===== src/rtl/spi_csr_master.sv =====
// SPI mode-0 master that frames a CSR command as one header byte plus cmd_len data
// bytes under a single nss assertion, streaming write bytes in and read bytes out.
module spi_csr_master #(
  parameter int A_WIDTH = 5,
  parameter int CLK_DIV = 2
) (
  input  logic               clk,
  input  logic               reset_n,
  input  logic               cmd_valid,
  output logic               cmd_ready,
  input  logic               cmd_write,
  input  logic [A_WIDTH-1:0] cmd_addr,
  input  logic [7:0]         cmd_len,
  input  logic [7:0]         wr_data,
  input  logic               wr_valid,
  output logic               wr_ready,
  output logic [7:0]         rd_data,
  output logic               rd_valid,
  output logic               busy,
  output logic               sck,
  output logic               nss,
  output logic               mosi,
  input  logic               miso
);

  typedef enum logic [2:0] {IDLE, SETUP, LOW, HIGH, WAIT, HOLD, GUARD} state_t;

  localparam logic [7:0] DIV_LOAD = 8'(CLK_DIV - 1);

  state_t             state, state_nxt;
  logic [7:0]         div;
  logic [2:0]         bit_cnt;
  logic [8:0]         byte_cnt;
  logic               wr_cmd;
  logic               hdr;
  logic [A_WIDTH-1:0] addr;
  logic [7:0]         tx;
  logic [7:0]         rx;
  logic [7:0]         hdr_byte;
  logic               accept, tick, last_bit;
  logic               load_hdr, load_data, shift, sample, byte_end;

  assign cmd_ready = reset_n && (state == IDLE);
  assign busy      = (state != IDLE);
  assign sck       = (state == HIGH);
  assign nss       = (state == IDLE) || (state == GUARD);
  assign accept    = cmd_valid && cmd_ready;
  assign tick      = (div == 8'd0);
  assign last_bit  = (bit_cnt == 3'd0);

  always_comb begin
    hdr_byte             = '0;
    hdr_byte[A_WIDTH-1:0] = addr;
    hdr_byte[7]          = wr_cmd;
  end

  always_comb begin
    state_nxt = state;
    load_hdr  = 1'b0;
    load_data = 1'b0;
    shift     = 1'b0;
    sample    = 1'b0;
    byte_end  = 1'b0;
    wr_ready  = 1'b0;
    case (state)
      IDLE:  if (accept) state_nxt = SETUP;
      SETUP: if (tick) begin
        state_nxt = LOW;
        load_hdr  = 1'b1;
      end
      LOW:   if (tick) begin
        state_nxt = HIGH;
        sample    = 1'b1;
      end
      HIGH:  if (tick) begin
        if (!last_bit) begin
          state_nxt = LOW;
          shift     = 1'b1;
        end else begin
          byte_end = 1'b1;
          if (byte_cnt == 9'd1) begin
            state_nxt = HOLD;
          end else if (!wr_cmd) begin
            state_nxt = LOW;
            load_data = 1'b1;
          end else if (wr_valid) begin
            state_nxt = LOW;
            load_data = 1'b1;
            wr_ready  = 1'b1;
          end else begin
            state_nxt = WAIT;
          end
        end
      end
      // sck is stretched low here until the next write byte shows up
      WAIT:  if (wr_valid) begin
        state_nxt = LOW;
        load_data = 1'b1;
        wr_ready  = 1'b1;
      end
      HOLD:  if (tick) state_nxt = GUARD;
      GUARD: if (tick) state_nxt = IDLE;
      default: state_nxt = IDLE;
    endcase
  end

  always_ff @(posedge clk) begin
    if (!reset_n) begin
      state <= IDLE;
      div   <= DIV_LOAD;
    end else begin
      state <= state_nxt;
      if (state_nxt != state) div <= DIV_LOAD;
      else if (div != 8'd0)   div <= div - 8'd1;
    end
  end

  always_ff @(posedge clk) begin
    if (accept) begin
      wr_cmd   <= cmd_write;
      addr     <= cmd_addr;
      byte_cnt <= {1'b0, cmd_len} + 9'd1;
    end else if (byte_end) begin
      byte_cnt <= byte_cnt - 9'd1;
    end
    if (load_hdr) begin
      tx      <= hdr_byte;
      bit_cnt <= 3'd7;
      hdr     <= 1'b1;
    end else if (load_data) begin
      tx      <= wr_cmd ? wr_data : 8'h00;
      bit_cnt <= 3'd7;
      hdr     <= 1'b0;
    end else if (shift) begin
      tx      <= {tx[6:0], 1'b0};
      bit_cnt <= bit_cnt - 3'd1;
    end
    if (sample) rx <= {rx[6:0], miso};
  end

  // mosi changes only when LOW is entered, so it is stable across the rising sck edge
  always_ff @(posedge clk) begin
    if (!reset_n) begin
      mosi     <= 1'b0;
      rd_valid <= 1'b0;
      rd_data  <= 8'h00;
    end else begin
      if (load_hdr)                                 mosi <= hdr_byte[7];
      else if (load_data)                           mosi <= wr_cmd ? wr_data[7] : 1'b0;
      else if (shift)                               mosi <= tx[6];
      else if (state_nxt == HOLD && state != HOLD)  mosi <= 1'b0;
      rd_valid <= sample && last_bit && !hdr && !wr_cmd;
      if (sample && last_bit && !hdr && !wr_cmd) rd_data <= {rx[6:0], miso};
    end
  end

endmodule


===== config.mk =====
export PLATFORM = sky130hd
export DESIGN_NAME = spi_csr_master
export DESIGN_NICKNAME = d
export VERILOG_FILES = /design/src/rtl/spi_csr_master.sv
export SDC_FILE = /design/constraint.sdc
export NUM_CORES = 1
export LEC_CHECK = 0
export CAP_MARGIN = 10
export CORE_AREA = 2 2 70 72
export CTS_BUF_LIST = sky130_fd_sc_hd__clkbuf_4
export DETAILED_ROUTE_END_ITERATION = 10
export DIE_AREA = 0 0 72 74
export GPL_TIMING_DRIVEN = 0
export PLACE_DENSITY_LB_ADDON = 0.15
export RECOVER_POWER = 25
export SYNTH_ARGS = -nofsm -noshare
export SYNTH_HDL_FRONTEND = slang
export SYNTH_SLANG_ARGS = --single-unit

===== constraint.sdc =====
create_clock -name clk -period 6.3 [get_ports clk]
set_clock_uncertainty 0.2 [all_clocks]
set_input_delay 1.26 -clock clk [delete_from_list [all_inputs] [get_ports clk]]
set_output_delay 1.26 -clock clk [all_outputs]
set_load 0.01 [all_outputs]

==> reports/results.txt <==
Status -> complete, no violations
Syn_area_per_cell -> 9.70 um^2
Avg Vias per Cell -> 5.67
Clock transition at path regs -> 0.16 ns
Clk_lat worst skew -> 0.38 ns
Largest net degree at the start of global routing -> 19
Drt total wl -> 5320 um
Pins over their slew limit -> 0
Relative slew margins -> 8.80%
Number of flops mapped to enable cells by yosys -> 27
Worst-path fanout max -> 6
CTS tree -> done
Ratio of cells with drive above 1 in the final layout -> 4.32%
Post-Synthesis Cell Area -> 2670 um^2
Commonest non-fill, non-tap cell in the layout -> nor2_1
Final Cell Area -> 3200 um^2
Port Buffers -> 40
Die ar. -> 5330 um^2
Post-synthesis sequential area ratio -> 50.7%
CP max-delay cell -> nor4_1
Final Wtd Congestion -> 0.873
Antenna violations before repair -> 0
Final worst path period share -> 78.8%
TritonRoute pass-1 iters -> 7
Row count -> 25
Clock Path Buffers -> 2
Dpl cells -> 370
CTS Buf Count -> 5
Register bit total from synthesis -> 54
Area Overhead vs Synth -> 19.9%
First-pass GRT wire length -> 8980 um
Startpoint Class -> register
CP peak stage delay -> 1.11 ns
Post-synthesis cell type count -> 42
WHS -> 0.272 ns
Post-synthesis async set-or-reset flop share -> 0%
Post-CTS Setup Repair Bufs -> 0
Core ar. -> 4600 um^2
Fin. Hold Viols -> 0
Die Wd -> 72 um
IO Pins -> 42
Slew @ Worst Pin -> 1.35 ns
Initial Utilization -> 58.0%
Tot GR Track Use -> 21.4%
Pwr Density -> 230 nW/um^2
Via Count -> 2144
Number of synthesis warnings -> 0
DRC violations left -> 0
Final setup violation count -> 0
Worst EP required -> 4.84 ns
Maximum level of the CTS H-tree -> 2
Hold-fix buffers at CTS -> 0
Leakage -> 1.27 nW
RSZ-0062 raised after global routing -> no
Post-DP HPWL -> 3910 um
Grt ovf -> 0
Mapped Nets -> 308
Capturing element type of the critical path -> output port
Vias in the first global route -> 2008
Post-CTS Resized -> 0
Maximum capacitance violations -> 0
DRT antenna net count -> 0
Syn Inst Count -> 275
Setup_tns -> 0 ns
DR WL/cell -> 14.1 um
Crit-path cells -> inv_1, ha_1, or4b_1, nor4_1, nand4_1, nand2_1, clkdlybuf4s50_1
N_diodes -> 0
R2r setup slk -> 2.71 ns
# fillers -> 381
Fmax -> 202 MHz
Iteration-0 DRC count of the detailed router -> 163
WP data arrival -> 3.50 ns
Final non-filler cell total -> 378
Most frequent cells in the layout -> nor2_1 (37), nand2_1 (34), clkdlybuf4s50_1 (32)
WS Path Type -> reg -> out
Post-layout min period -> 4.96 ns
Peak VDD IR -> 0.126 mV
Die Ht -> 74 um
Root buf cell -> clkbuf_4
Worst hold path class -> reg -> reg
Area after DPL -> 3140 um^2
Final Net Count -> 356
Clock Sinks -> 54
Primary FF master, synth -> edfxtp_1
synth_stat cells, types with 3 or more instances:
cell	n	area share [%]
xor2_1	9	3.0
nand3_1	15	2.8
nand2b_1	6	1.4
nand2_1	34	4.8
edfxtp_1	27	30
o21ai_0	9	1.7
a32oi_1	5	1.6
a21oi_1	17	3.2
nand4_1	3	0.70
nor3_1	6	1.1
inv_1	12	1.7
mux2i_1	10	3.8
xnor2_1	7	2.3
a211oi_1	3	0.84
ha_1	6	2.8
dfxtp_1	27	20
nor2_1	36	5.1
clkbuf_1	10	1.4
where the power goes:
group / internal, mW / switching [mW]
Combinational: 0.0557 / 0.0710
Sequential: 0.392 / 0.0141
Clock: 0.0867 / 0.117
Total: 0.534 / 0.202
sequential cells by signal (all words and copies together), names as in the netlist, 3 cells and up:
| signal | flops |
|---|---|
| div | 8 |
| state | 3 |
| bit_cnt | 3 |
| byte_cnt | 9 |
| tx | 7 |
| rd_data | 8 |
| rx | 7 |
| addr | 5 |
worst max-delay path: cells and delay by family, from the launching register on:
kind / cells / cell delay [ns]
fa+ha+maj: 1 / 0.23
buf+inv: 2 / 0.63
flops: 1 / 0.34
simple gates: 4 / 1.91
through the flow:
step                      utilization (%)  setup WS (ns)  total power, mW
after detailed placement             68.4           2.33            0.545
after floorplan                         -           3.07            0.498
after global placement               68.2           2.35            0.541
after global routing                 69.6           1.12            0.771
final                                69.6           1.34            0.736
after CTS                            70.2           1.94            0.745
final timing paths:
kind                             from              end  cells past startpoint
setup / recovery  div[0]$_SDFFE_PP1N_         wr_ready                      7
setup reg to reg  div[0]$_SDFFE_PP1N_  rx[0]$_DFFE_PP_                      5
hold reg to reg       rx[1]$_DFFE_PP_  rx[2]$_DFFE_PP_                      0
hold / removal        rx[1]$_DFFE_PP_  rx[2]$_DFFE_PP_                      0
routing by layer:
layer / wire length (um) / vias up / track usage, % / part of all wire [%]
met5: 0 / - / 0 / 0
met4: 70 / 0 / 5.03 / 1.3
met3: 293 / 9 / 4.61 / 5.5
met2: 2710 / 73 / 36.9 / 51
met1: 2250 / 989 / 28.0 / 42
li1: - / 1073 / - / -
cells by family after synthesis:
| family | count (synthesis) | share of synthesized area [%] |
|---|---|---|
| xor gates and xnor gates | 16 | 5.25 |
| muxes | 10 | 3.75 |
| DFF | 54 | 50.7 |
| adders and majority gates | 6 | 2.81 |
| buffers and inverters | 24 | 3.47 |
| AOI/OAI and AO/OA | 47 | 11.8 |
| and+or+nand+nor | 118 | 22.3 |
layout make-up:
| type | instances | area [um^2] | area share [%] |
|---|---|---|---|
| Sequential cell | 54 | 1350 | 42.2 |
| Multi-Input combinational cell | 197 | 1200 | 37.4 |
| Timing Repair Buffer | 41 | 408 | 12.7 |
| Tap cell | 54 | 67.6 | 2.11 |
| Clock inverter | 3 | 47.5 | 1.49 |
| Buffer | 12 | 46.3 | 1.45 |
| Inverter | 12 | 45.0 | 1.41 |
| Clock buffer | 5 | 37.5 | 1.17 |
No activity file was read; power rests on OpenSTA's default activity.
